==> src/rtl/led_seq_ctrl.sv <==
// Sequencing FSM for the LED shift-register datapath: load/shift/direction strobes,
// flash blanking and a button-driven colour select. Optional macro: LED_SEQ_DEBOUNCE_EN.
module led_seq_ctrl #(
    parameter int NLEDS           = 4,
    parameter int POS_W           = 2,
    parameter int DEBOUNCE_CYCLES = 16
) (
    input  logic             clk,
    input  logic             i_rst,
    input  logic             i_tick,
    input  logic             i_enable,
    input  logic [1:0]       i_mode,
    input  logic             i_color_btn,
    output logic             o_shift,
    output logic             o_dir,
    output logic             o_load,
    output logic [NLEDS-1:0] o_load_data,
    output logic             o_blank,
    output logic [2:0]       o_color_sel,
    output logic [POS_W-1:0] o_pos
);

    typedef enum logic [1:0] {
        ST_LOAD = 2'b00,
        ST_RUN  = 2'b01,
        ST_HOLD = 2'b10
    } state_t;

    localparam logic [POS_W-1:0] POS_MAX  = POS_W'(NLEDS - 1);
    localparam logic [NLEDS-1:0] SEED_LO  = {{(NLEDS-1){1'b0}}, 1'b1};
    localparam logic [NLEDS-1:0] SEED_HI  = {1'b1, {(NLEDS-1){1'b0}}};
    localparam logic [NLEDS-1:0] SEED_ALL = {NLEDS{1'b1}};

    state_t           state_r;
    logic [1:0]       mode_r;
    logic             pp_dir_s;
    logic [POS_W-1:0] pp_pos_s;
    logic             btn_sync1_r;
    logic             btn_sync2_r;
    logic             btn_rise_s;

    function automatic logic [POS_W-1:0] pos_inc(input logic [POS_W-1:0] p);
        return (p == POS_MAX) ? {POS_W{1'b0}} : p + 1'b1;
    endfunction

    function automatic logic [POS_W-1:0] pos_dec(input logic [POS_W-1:0] p);
        return (p == {POS_W{1'b0}}) ? POS_MAX : p - 1'b1;
    endfunction

    // Ping-pong: reverse at either end so the strobe already moves the new way.
    always_comb begin
        pp_dir_s = o_dir;
        if ((o_pos == POS_MAX) && o_dir) begin
            pp_dir_s = 1'b0;
        end else if ((o_pos == {POS_W{1'b0}}) && !o_dir) begin
            pp_dir_s = 1'b1;
        end else begin
            pp_dir_s = o_dir;
        end
        pp_pos_s = pp_dir_s ? pos_inc(o_pos) : pos_dec(o_pos);
    end

    // Sequencing FSM with registered strobes, position, direction and blanking.
    always_ff @(posedge clk or negedge i_rst) begin
        if (!i_rst) begin
            state_r     <= ST_LOAD;
            mode_r      <= 2'b00;
            o_shift     <= 1'b0;
            o_dir       <= 1'b1;
            o_load      <= 1'b0;
            o_load_data <= {NLEDS{1'b0}};
            o_blank     <= 1'b0;
            o_pos       <= {POS_W{1'b0}};
        end else begin
            o_shift     <= 1'b0;
            o_load      <= 1'b0;
            o_load_data <= {NLEDS{1'b0}};
            case (state_r)
                ST_LOAD: begin
                    mode_r  <= i_mode;
                    o_load  <= 1'b1;
                    o_blank <= 1'b0;
                    case (i_mode)
                        2'b01: begin
                            o_load_data <= SEED_HI;
                            o_pos       <= POS_MAX;
                            o_dir       <= 1'b0;
                        end
                        2'b11: begin
                            o_load_data <= SEED_ALL;
                            o_pos       <= {POS_W{1'b0}};
                            o_dir       <= 1'b1;
                        end
                        default: begin
                            o_load_data <= SEED_LO;
                            o_pos       <= {POS_W{1'b0}};
                            o_dir       <= 1'b1;
                        end
                    endcase
                    state_r <= i_enable ? ST_RUN : ST_HOLD;
                end
                ST_RUN: begin
                    if (!i_enable) begin
                        state_r <= ST_HOLD;
                    end else if (i_tick) begin
                        if (i_mode != mode_r) begin
                            state_r <= ST_LOAD;
                        end else begin
                            case (mode_r)
                                2'b00: begin
                                    o_shift <= 1'b1;
                                    o_dir   <= 1'b1;
                                    o_pos   <= pos_inc(o_pos);
                                end
                                2'b01: begin
                                    o_shift <= 1'b1;
                                    o_dir   <= 1'b0;
                                    o_pos   <= pos_dec(o_pos);
                                end
                                2'b10: begin
                                    o_shift <= 1'b1;
                                    o_dir   <= pp_dir_s;
                                    o_pos   <= pp_pos_s;
                                end
                                default: begin
                                    o_blank <= ~o_blank;
                                end
                            endcase
                        end
                    end else begin
                        state_r <= ST_RUN;
                    end
                end
                ST_HOLD: begin
                    if (i_enable) begin
                        state_r <= ST_RUN;
                    end else begin
                        state_r <= ST_HOLD;
                    end
                end
                default: begin
                    state_r <= ST_LOAD;
                end
            endcase
        end
    end

    // Two-flop synchronizer for the asynchronous colour button.
    always_ff @(posedge clk or negedge i_rst) begin
        if (!i_rst) begin
            btn_sync1_r <= 1'b0;
            btn_sync2_r <= 1'b0;
        end else begin
            btn_sync1_r <= i_color_btn;
            btn_sync2_r <= btn_sync1_r;
        end
    end

`ifdef LED_SEQ_DEBOUNCE_EN
    localparam int CNT_W = $clog2(DEBOUNCE_CYCLES + 1);

    logic             db_r;
    logic             db_prev_r;
    logic [CNT_W-1:0] db_cnt_r;

    // A new level is accepted only after it has been stable for DEBOUNCE_CYCLES cycles.
    always_ff @(posedge clk or negedge i_rst) begin
        if (!i_rst) begin
            db_r      <= 1'b0;
            db_prev_r <= 1'b0;
            db_cnt_r  <= {CNT_W{1'b0}};
        end else begin
            db_prev_r <= db_r;
            if (btn_sync2_r == db_r) begin
                db_cnt_r <= {CNT_W{1'b0}};
            end else if (db_cnt_r == CNT_W'(DEBOUNCE_CYCLES - 1)) begin
                db_r     <= btn_sync2_r;
                db_cnt_r <= {CNT_W{1'b0}};
            end else begin
                db_cnt_r <= db_cnt_r + 1'b1;
            end
        end
    end

    assign btn_rise_s = db_r & ~db_prev_r;
`else
    logic btn_prev_r;

    // Previous synchronized level for rising-edge detection.
    always_ff @(posedge clk or negedge i_rst) begin
        if (!i_rst) begin
            btn_prev_r <= 1'b0;
        end else begin
            btn_prev_r <= btn_sync2_r;
        end
    end

    assign btn_rise_s = btn_sync2_r & ~btn_prev_r;
`endif

    // Rotate the one-hot colour select on every accepted press.
    always_ff @(posedge clk or negedge i_rst) begin
        if (!i_rst) begin
            o_color_sel <= 3'b001;
        end else if (btn_rise_s) begin
            o_color_sel <= {o_color_sel[1:0], o_color_sel[2]};
        end else begin
            o_color_sel <= o_color_sel;
        end
    end

endmodule

==> config.mk <==
export PLATFORM = sky130hd
export DESIGN_NAME = led_seq_ctrl
export DESIGN_NICKNAME = d
export VERILOG_FILES = /design/src/rtl/led_seq_ctrl.sv
export SDC_FILE = /design/constraint.sdc
export NUM_CORES = 1
export LEC_CHECK = 0
export ABC_AREA = 1
export BUFFER_PORTS_ARGS = -buffer_cell sky130_fd_sc_hd__buf_2
export CAP_MARGIN = 5
export CORE_AREA = 3 3 60 62
export DETAILED_ROUTE_END_ITERATION = 12
export DIE_AREA = 0 0 63 65
export SLEW_MARGIN = 20
export SYNTH_ARGS = -nofsm -noshare
export SYNTH_HDL_FRONTEND = slang
export SYNTH_SLANG_ARGS = --single-unit
==> constraint.sdc <==
create_clock -name clk -period 2.5 [get_ports clk]
set_clock_uncertainty 0.1 [all_clocks]
set_input_delay 0.375 -clock clk [delete_from_list [all_inputs] [get_ports clk]]
set_output_delay 0.375 -clock clk [all_outputs]
set_load 0.03 [all_outputs]
# Yosys cells after proc, flatten, opt, wreduce, memory -nomap -nowiden
# Index checks and enable logic that the tools add are counted.
op_classes:
  n_eq_ne: 14
  n_reduce_logical: 11
  n_mux: 35
  bitwise_logic: 3
  add_sub_neg: 2
op_table:
  columns: ["operator", "count"]
  rows:
  - ["2-bit 2-to-1 mux", 11]
  - ["1-bit 2-to-1 mux", 16]
  - ["5-bit AND reduction", 2]
  - ["2-bit == test (second input constant)", 4]
  - ["2-bit != test (second input constant)", 4]
  - ["2-bit case mux with 2 select lines", 2]
  - ["4-bit case mux with 2 select lines", 1]
  - ["2-bit by 1-bit == test with 1-bit output (second input constant)", 3]
  - ["2-bit logical NOT", 3]
  - ["2-bit case mux with 3 select lines", 1]
  - ["4-bit 2-to-1 mux", 1]
  - ["4-bit by 1-bit != test with 1-bit output (second input constant)", 1]
  - ["4-bit != test (second input constant)", 1]
  - ["1-bit case mux with 2 select lines", 2]
  - ["1-bit case mux with 3 select lines", 1]
  - ["3-bit OR reduction", 1]
  - ["2-bit by 1-bit adder with 2-bit output (second input constant)", 1]
  - ["1-bit logical AND", 2]
  - ["2-bit != test", 1]
  - ["1-bit NOT", 2]
  - ["2-bit nonzero test", 1]
  - ["2-bit OR reduction", 1]
  - ["2-bit by 1-bit subtractor with 2-bit output (second input constant)", 1]
  - ["1-bit AND", 1]
  - ["1-bit logical NOT", 1]
totals:
  elab_cells: 77
  register_bits: 20
  out_inout_bits: 13

# Longest topological paths before layout
# Gate-level depths: netlist (run 1).
logic_depth:
  word_depth: 10
  depth_mapped: 11
  mapped_depth_nobuf: 11

# Worst setup path after synthesis (run 1)
# OpenSTA, ideal clock, no wires.
synth_path:
  kind: "flip-flop to flip-flop"
  startpoint: "register o_pos[0]"
  endpoint: "register o_pos[1]"
  arrival_ns: 1.330
  path_stages_with_launch: 10
  setup_ns: 0.065
  required_time_ns: 2.335
  n_path_buf: 0
  path_slack_ns: 1.005
  path_cell_list: "dfrtp_1 inv_1 ha_1 nand2_1 inv_1 a21oi_1 nand2_1 nand2_1 nand2_1 nand2_1"
synth_between:
  elab_chain_cells: 10
synth_lines:
  columns: ["element", "line", "text"]
  rows:
  - ["start: declaration", "20", "output logic [POS_W-1:0] o_pos"]
  - ["start signal: assignment", "73", "o_pos <= {POS_W{1'b0}};"]
  - ["start signal: assignment", "91", "o_pos <= {POS_W{1'b0}};"]
  - ["start signal: assignment", "96", "o_pos <= {POS_W{1'b0}};"]
  - ["2-bit logical NOT", "47, 55", null]
  - ["1-bit logical AND", "55", "end else if ((o_pos == {POS_W{1'b0}}) && !o_dir) begin"]
  - ["1-bit 2-to-1 mux", "55", null]
  - ["1-bit 2-to-1 mux", "53", "if ((o_pos == POS_MAX) && o_dir) begin"]
  - ["2-bit 2-to-1 mux", "60", "pp_pos_s = pp_dir_s ? pos_inc(o_pos) : pos_dec(o_pos);"]
  - ["2-bit case mux with 3 select lines *", "109", "case (mode_r)"]
  - ["2-bit 2-to-1 mux *", "106", "if (i_mode != mode_r) begin"]
  - ["2-bit 2-to-1 mux *", "105", "end else if (i_tick) begin"]
  - ["2-bit 2-to-1 mux *", "103", "if (!i_enable) begin"]
  - ["2-bit case mux with 2 select lines *", "78", "case (state_r)"]
# Mark *: on every way between the ends. The rest lies on a longest branch, timed or not. The select of a mux whose other input is x is not followed.
# A chain may end at the register's enable or synchronous reset.

# Final worst setup path (run 1)
layout_path:
  startpoint: "register mode_r[0]"
  endpoint: "register o_pos[0]"
layout_between:
  elab_chain_cells: 6
layout_lines:
  columns: ["element", "line", "text"]
  rows:
  - ["start: declaration", "35", "logic [1:0] mode_r;"]
  - ["start signal: assignment", "80", "mode_r <= i_mode;"]
  - ["2-bit == test, or another cell as far along", "109", null]
  - ["2-bit case mux with 3 select lines", "109", null]
  - ["2-bit 2-to-1 mux", "106", null]
  - ["2-bit 2-to-1 mux", "105", null]
  - ["2-bit 2-to-1 mux", "103", null]
  - ["2-bit case mux with 2 select lines", "78", null]
  - ["end signal: assignment", "91", null]
  - ["end signal: assignment", "113", "o_pos <= pos_inc(o_pos);"]
  - ["end signal: assignment", "118", "o_pos <= pos_dec(o_pos);"]
# Several ways; a longest one is shown, not always the timed one. The select of a mux whose other input is x is not followed.

==> impl_results.rst, run 1 <==
.. list-table::
   :header-rows: 1

   * - Metric
     - Value
   * - H-tree depth
     - 1
   * - Sinks on the clock net
     - 19
   * - Final Cell Area
     - 0.001107 mm2
   * - Final worst-path cycle share
     - 64.84%
   * - Post-route non-filler standard cell count
     - 174
   * - Worst ir drop on vdd
     - 0.1282 mV
   * - Sequential-to-total area share from yosys stat
     - 51.48%
   * - Portion of total power attributed to sequential cells
     - 46.4%
   * - Ranking of synthesized cells by area
     - dfrtp_1 (46%), nand2_1 (11%), ha_1 (8.1%)
   * - Antenna violations before repair
     - 0
   * - Hold Path Class
     - in2reg
   * - Crit-path max cell delay
     - 430 ps
   * - Fraction of final layout cells sized beyond drive strength 1
     - 25.38%
   * - Crit path top cell by count
     - nand2_1
   * - Vertical die dimension
     - 65 um
   * - Top flip-flop cell by instance count after synthesis
     - dfrtp_1
   * - Crit path launch type
     - flip-flop
   * - Cells after DPL
     - 169
   * - Layout-stage area growth over the synthesis result
     - 19.27%
   * - Mean cell area of the mapped netlist
     - 8.677 um2
   * - Status
     - finished, final reports clean
   * - Pleak
     - 0.6110 nW
   * - Fraction of synthesis flops using an asynchronous set or reset pin
     - 100.0%
   * - Register clock-pin slew on the reported worst setup and hold paths
     - 100 ps
   * - Pin count of the biggest net entering global routing
     - 20
   * - Maximum clock path buffer count
     - 2
   * - Relative slew slack
     - 73.26%
   * - Total internal power
     - 525.6 uW
   * - Total CTS buffers
     - 3
   * - Insertion delay of the later-clocked pin in the worst-skew pair
     - 290 ps
   * - Overflow after GRT
     - 0
   * - Highest net fanout along the worst path
     - 4
   * - Nets
     - 144
   * - Io pins
     - 20
   * - Effective utilization at floorplan
     - 30.16%
   * - Drt drc
     - 0
   * - Total of buffers placed on input and output ports
     - 19
   * - Critical path required time
     - 2590 ps
   * - RSZ-0062 raised after global routing
     - false
   * - Width of the chip
     - 63 um
   * - Hold wc startpoint
     - i_color_btn
   * - Final Max Slew Viols
     - 0
   * - Number of failing hold endpoints at the final stage
     - 0
   * - Transition at the pin with the smallest max-transition slack
     - 401.1 ps
   * - Worst-path cell with the longest stage delay
     - dfrtp_1
   * - Vias per std cell
     - 4.161
   * - Gp weighted congestion
     - 0.9411
   * - Reported max-cap violation count
     - 0
   * - Minimum period implied by the final worst setup slack
     - 1621 ps
   * - Final setup violating endpoints
     - 0
   * - Total chip power
     - 861.2 uW
   * - Total routing resource utilization after global routing
     - 9.333%
   * - Beginning of the critical path
     - mode_r[0]
   * - Achievable clock frequency
     - 616.9 MHz
   * - Power density over the cells
     - 777.7 mW/mm2
   * - Standard-cell row count
     - 20
   * - Per-cell routed wire length
     - 9.402 um
   * - Series of cell instances along the critical path
     - inv_1 -> ha_1 -> nor2_1 -> inv_1 -> nor2_1 -> nand2_1 -> nand2_2 -> inv_2 -> nand2_1 -> nand2_1
   * - Worst R2R Start
     - mode_r[0]
   * - Post-detail-place hpwl
     - 1323 um
   * - Arrival @ worst endpoint
     - 1710 ps
   * - Number of synthesized register bits
     - 19
   * - First-pass GRT wire length
     - 3015 um
   * - TritonCTS clock tree
     - built
   * - Worst Path Buf+Inv
     - 3
   * - Via count of the first global-routing pass
     - 732
   * - Number of nets with antenna violations after detailed routing
     - 0
   * - Core area
     - 0.003078 mm2
   * - Number of violations reported at the end of detailed-routing iteration 0
     - 22
   * - Class of the most critical setup path
     - reg2reg
   * - Total Die Area
     - 0.004095 mm2
   * - Total of warnings raised by yosys
     - 0
   * - Part of the total power dissipated in combinational logic
     - 36.0%
   * - Proportion of netlist area held by the largest area contributor
     - 45.82%
   * - Root Driver
     - clkbuf_4
   * - Summed negative setup slack over all endpoints
     - 0 ps
   * - Post-cts resize count
     - 0
   * - Net Switching
     - 335.6 uW
   * - Router iterations before antenna repair
     - 4
   * - Setup bufs post-CTS
     - 0
   * - Antenna Cells
     - 0
   * - Nets in the synthesized netlist
     - 120
   * - Endpoint type of the worst setup path
     - flip-flop
   * - CP delay by family, top
     - simple AND/OR/NAND/NOR gates
   * - Leading area contributor after synthesis
     - dfrtp_1
   * - Least setup slack across all paths after layout
     - 878.9 ps
   * - Worst setup slack after placement
     - 894.9 ps
   * - Total via count in the routed design
     - 724
   * - Number of flops mapped to enable cells by yosys
     - 0
   * - Clock power frac
     - 17.6%
   * - Routed Wire Length
     - 1636 um
   * - Cell Area, Synth
     - 928.4 um2
   * - Cell Area, Placed
     - 0.001071 mm2
   * - Hold buffers post-CTS
     - 1
   * - Net switching fraction of the power
     - 38.97%
   * - Number of distinct library cell variants in the gate-level netlist after synthesis
     - 21
   * - Reg2reg setup slack
     - 880 ps
   * - Number of instances in the synthesized netlist
     - 107
## power groups by stage
stage / combinational, mW / sequential (mW) / clock (mW)
global route: 0.353 / 0.409 / 0.171
finish: 0.310 / 0.400 / 0.152
floorplan: 0.155 / 0.477 / 0
detailed placement: 0.311 / 0.406 / 0
global placement: 0.305 / 0.405 / 0
CTS: 0.314 / 0.400 / 0.157
## flip-flops by register name (all words and copies together), names as in the netlist
register / flops
btn_prev_r: 1
btn_sync1_r: 1
btn_sync2_r: 1
mode_r: 2
o_blank: 1
o_color_sel: 3
o_dir: 1
o_load: 1
o_load_data: 3
o_pos: 2
o_shift: 1
state_r: 2
## logic make-up after synthesis
| group | synth area share (%) |
|---|---|
| buffers and inverters | 8.491 |
| flip-flops | 51.48 |
| AO/OA/AOI/OAI | 6.200 |
| adder cells (fa/ha/maj) | 8.086 |
| AND/OR/NAND/NOR | 22.64 |
| XOR/XNOR | 1.887 |
| multiplexers | 1.213 |
## final timing paths
path / endpoint / cells after the start
max: o_pos[0] / 10
min: btn_sync1_r / 1
max reg2reg: o_pos[0] / 10
min reg2reg: btn_sync2_r / 0
max in group asynchronous: o_dir / 2
min in group asynchronous: o_pos[0] / 2
## synthesized netlist by cell type, drive strengths merged (2+ instances only)
cell type   n
a21oi       4
dfrtp      17
dfstp       2
ha          6
inv        19
nand2      27
nand3       5
nand4       2
nor2       11
o21ai       6
or2         2
xnor2       2
## layout by cell type, fill, tap and decap left out
| cell type | Yosys | final |
|---|---|---|
| nor2_1 | 9 | 9 |
| nand3_1 | 5 | 5 |
| dfrtp_1 | 17 | 17 |
| or2_0 | 1 | 1 |
| nor3_2 | 1 | 1 |
| nand2_1 | 26 | 26 |
| o21bai_1 | 1 | 1 |
| dfstp_2 | 2 | 2 |
| nand4_1 | 2 | 2 |
| buf_2 | 0 | 19 |
| or2_2 | 1 | 1 |
| dlygate4sd3_1 | 0 | 1 |
| nand2_2 | 1 | 1 |
| o21ai_1 | 2 | 2 |
| inv_1 | 16 | 16 |
| clkbuf_1 | 0 | 1 |
| clkbuf_4 | 0 | 3 |
| ha_1 | 6 | 6 |
| mux2_2 | 1 | 1 |
| o21ai_0 | 4 | 4 |
| xnor2_1 | 2 | 2 |
| inv_2 | 3 | 3 |
| a21oi_1 | 4 | 4 |
| nor2_2 | 2 | 2 |
## final cells by class
type / instances / area, um2
Sequential cell: 19 / 478.0
Tap cell: 44 / 55.05
Clock buffer: 4 / 26.28
Fill cell: 316 / 1971
Inverter: 19 / 71.32
Multi-Input combinational cell: 68 / 371.6
Timing Repair Buffer: 20 / 105.1
## metal layers
layer | up-vias | GRT usage, % | wire [um]
li1 | 377 | - | -
met1 | 325 | 10.12 | 687
met2 | 20 | 16.86 | 838
met3 | 2 | 1.386 | 79
met4 | 0 | 6.061 | 31
met5 | - | 0 | 0
## stage by stage
step | hold slack (ps) | util (%)
after floorplan | -20.59 | -
after global placement | 223.4 | 34.80
after detailed placement | 229.1 | 34.80
after CTS | 81.10 | 35.98
after global routing | 69.77 | 35.98
final | 84.30 | 35.98
Note: power is estimated with default switching activity, not from simulation.
==> run 2: changes to the inputs <==
==> constraint.sdc (replaced) <==
create_clock -name clk -period 1.45 [get_ports clk]
set_clock_uncertainty 0.1 [all_clocks]
set_input_delay 0.2175 -clock clk [delete_from_list [all_inputs] [get_ports clk]]
set_output_delay 0.2175 -clock clk [all_outputs]
set_load 0.03 [all_outputs]
==> run 2 against run 1 <==
Compared with the run above:
- hold slack better by 6.9 ps
- combinational power grew to 2.6 times the previous value
- via count rose by 11%
- the flow now finishes with violations (negative setup slack)
- die area is the same
- non-clock buffer count increased by 11
- critical path type unchanged
==> impl_results.rst, run 2 (synthesis gave the netlist of run 1 again) <==
.. list-table::
   :header-rows: 1

   * - Metric
     - Value
   * - Via count of the first global-routing pass
     - 810
   * - First-pass GRT wire length
     - 3429 um
   * - Most frequent standard cell in the layout excluding fill and tap cells
     - nand2_1
   * - Net Switching
     - 704.7 uW
   * - Critical register-to-register path endpoint
     - o_pos[0]
   * - Core area
     - 0.003078 mm2
   * - Cell depth of the worst hold path
     - 3
   * - Layout-stage area growth over the synthesis result
     - 41.11%
   * - Crit-path max cell delay
     - 440 ps
   * - Number of violations reported at the end of detailed-routing iteration 0
     - 27
   * - Antenna violations before repair
     - 0
   * - Minimum period implied by the final worst setup slack
     - 1481 ps
   * - Register clock-pin slew on the reported worst setup and hold paths
     - 100 ps
   * - Crit path launch type
     - flip-flop
   * - Clock power frac
     - 14.9%
   * - Hold wc startpoint
     - i_mode[1]
   * - Least setup slack across all paths after layout
     - -30.58 ps
   * - Maximum clock path buffer count
     - 2
   * - Pleak
     - 0.6783 nW
   * - Vias per std cell
     - 4.346
   * - RSZ-0062 raised after global routing
     - true
   * - Total Die Area
     - 0.004095 mm2
   * - Series of cell instances along the critical path
     - inv_2 -> ha_2 -> nor2_4 -> inv_2 -> nor2_2 -> nand2_2 -> nand2_4 -> inv_2 -> nand2_1 -> nand2_1
   * - Reported max-cap violation count
     - 0
   * - Critical path required time
     - 1550 ps
   * - CP delay by family, top
     - simple AND/OR/NAND/NOR gates
   * - H-tree depth
     - 1
   * - Router iterations before antenna repair
     - 4
   * - Worst path depth
     - 10
   * - Number of failing hold endpoints at the final stage
     - 0
   * - Drt drc
     - 0
   * - Total internal power
     - 1.069 mW
   * - Final worst-path cycle share
     - 102.1%
   * - WHS Endpoint
     - o_load_data[2]
   * - Standard-cell row count
     - 20
   * - Hold Path Class
     - in2reg
   * - TritonCTS clock tree
     - built
   * - Gp weighted congestion
     - 0.8972
   * - Vertical die dimension
     - 65 um
   * - Power density over the cells
     - 1354 mW/mm2
   * - Worst ir drop on vdd
     - 0.4264 mV
   * - Total routing resource utilization after global routing
     - 10.99%
   * - Number of nets with antenna violations after detailed routing
     - 0
   * - Pin count of the biggest net entering global routing
     - 20
   * - Routed Wire Length
     - 2213 um
   * - Achievable clock frequency
     - 675.4 MHz
   * - Width of the chip
     - 63 um
   * - Class of the most critical setup path
     - reg2reg
   * - Relative slew slack
     - 71.02%
   * - Worst Path Buf+Inv
     - 3
   * - Effective utilization at floorplan
     - 30.16%
   * - Total of buffers placed on input and output ports
     - 19
   * - Nets
     - 155
   * - Fraction of final layout cells sized beyond drive strength 1
     - 46.10%
   * - Summed negative setup slack over all endpoints
     - -85.32 ps
   * - Overflow after GRT
     - 0
   * - Final setup violating endpoints
     - 4
   * - Io pins
     - 20
   * - Final Max Slew Viols
     - 0
   * - Total via count in the routed design
     - 804
   * - Net switching fraction of the power
     - 39.74%
   * - Reg2reg setup slack
     - -30 ps
   * - Post-detail-place hpwl
     - 1442 um
   * - Highest net fanout along the worst path
     - 4
   * - Arrival @ worst endpoint
     - 1580 ps
   * - Biggest registers after layout
     - o_color_sel x3, o_load_data x3
   * - Endpoint type of the worst setup path
     - flip-flop
   * - Antenna Cells
     - 0
   * - Crit path top cell by count
     - inv_2
   * - Status
     - finished, violations left
   * - Highest-count cells in the layout ignoring fill and taps
     - nand2_1 (19), buf_2 (18), dfrtp_1 (16), inv_1 (11), inv_2 (8)
   * - Post-Route Hold Slack
     - 91.19 ps
   * - Sinks on the clock net
     - 19
   * - Worst R2R Path Depth
     - 10
   * - Worst-path cell with the longest stage delay
     - dfrtp_1
   * - Violations in the final reports
     - negative setup slack
   * - Portion of total power attributed to sequential cells
     - 39.0%
   * - Worst setup slack after placement
     - -74.45 ps
   * - Worst R2R Start
     - mode_r[1]
   * - Insertion delay of the later-clocked pin in the worst-skew pair
     - 290 ps
   * - Per-cell routed wire length
     - 11.96 um
   * - Root Driver
     - clkbuf_4
   * - Total CTS buffers
     - 3
   * - Part of the total power dissipated in combinational logic
     - 46.1%
   * - Transition at the pin with the smallest max-transition slack
     - 434.6 ps
run 2: cell count changes in the layout (fill, tap and decap cells not counted), sizes merged:
| cell | before | now |
|---|---|---|
| buf | 19 | 28 |
| dlygate4sd3 | 1 | 3 |
run 2: power by group through the flow:
stage / clock (mW) / sequential (mW) / combinational [mW]
after global placement: 0 / 0.697 / 0.549
after global routing: 0.298 / 0.705 / 0.893
after detailed placement: 0 / 0.699 / 0.569
after floorplan: 0 / 0.824 / 0.268
after CTS: 0.269 / 0.687 / 0.641
final: 0.264 / 0.691 / 0.818
run 2: area by class of cell:
class                   count  area (um2)
clock buffers               4       26.28
fillers                   303        1768
inverters                  19       71.32
multi-input cells          68       462.9
flip-flops and latches     19       479.2
well taps                  44       55.05
repair buffers             31       215.2
run 2: tightest hold or removal path, stage by stage:
cell	delay, ps
buf_2	120
nand2_1	80
nor2_1	40
run 2: worst max path at each step:
stage              start  slack, ps  endpoint
2_1_floorplan  mode_r[0]         10  o_pos[0]
3_3_place_gp   mode_r[0]        0.6  o_pos[0]
3_5_place_dp   mode_r[0]        -70  o_pos[0]
4_1_cts        mode_r[0]        0.5  o_pos[0]
5_1_grt        mode_r[1]       -110  o_pos[0]
6_report       mode_r[1]        -30  o_pos[0]
run 2: timing repair:
action	CTS	global route
buffers inserted	2	4
hold buffers	3	0
setup endpoints to repair	4	4
pin swaps	2	9
hold endpoints to repair	19	0
gates resized for setup	9	21
run 2: stage by stage:
stage	instances	utilization [%]	power, mW	instance area, um2
after floorplan	107	-	1.092	929.6
after global placement	172	35.57	1.245	1095
after detailed placement	172	35.57	1.268	1095
after CTS	181	38.94	1.597	1199
after global routing	185	42.56	1.896	1310
final	185	42.56	1.773	1310
run 2: per-layer routing:
metal  GRT usage [%]  share of wire (%)  vias up
li1                -                  -      392
met1           11.17                 39      391
met2           20.03                 54       15
met3           1.733                3.0        6
met4           8.540                3.5        0
met5               0                  0        -
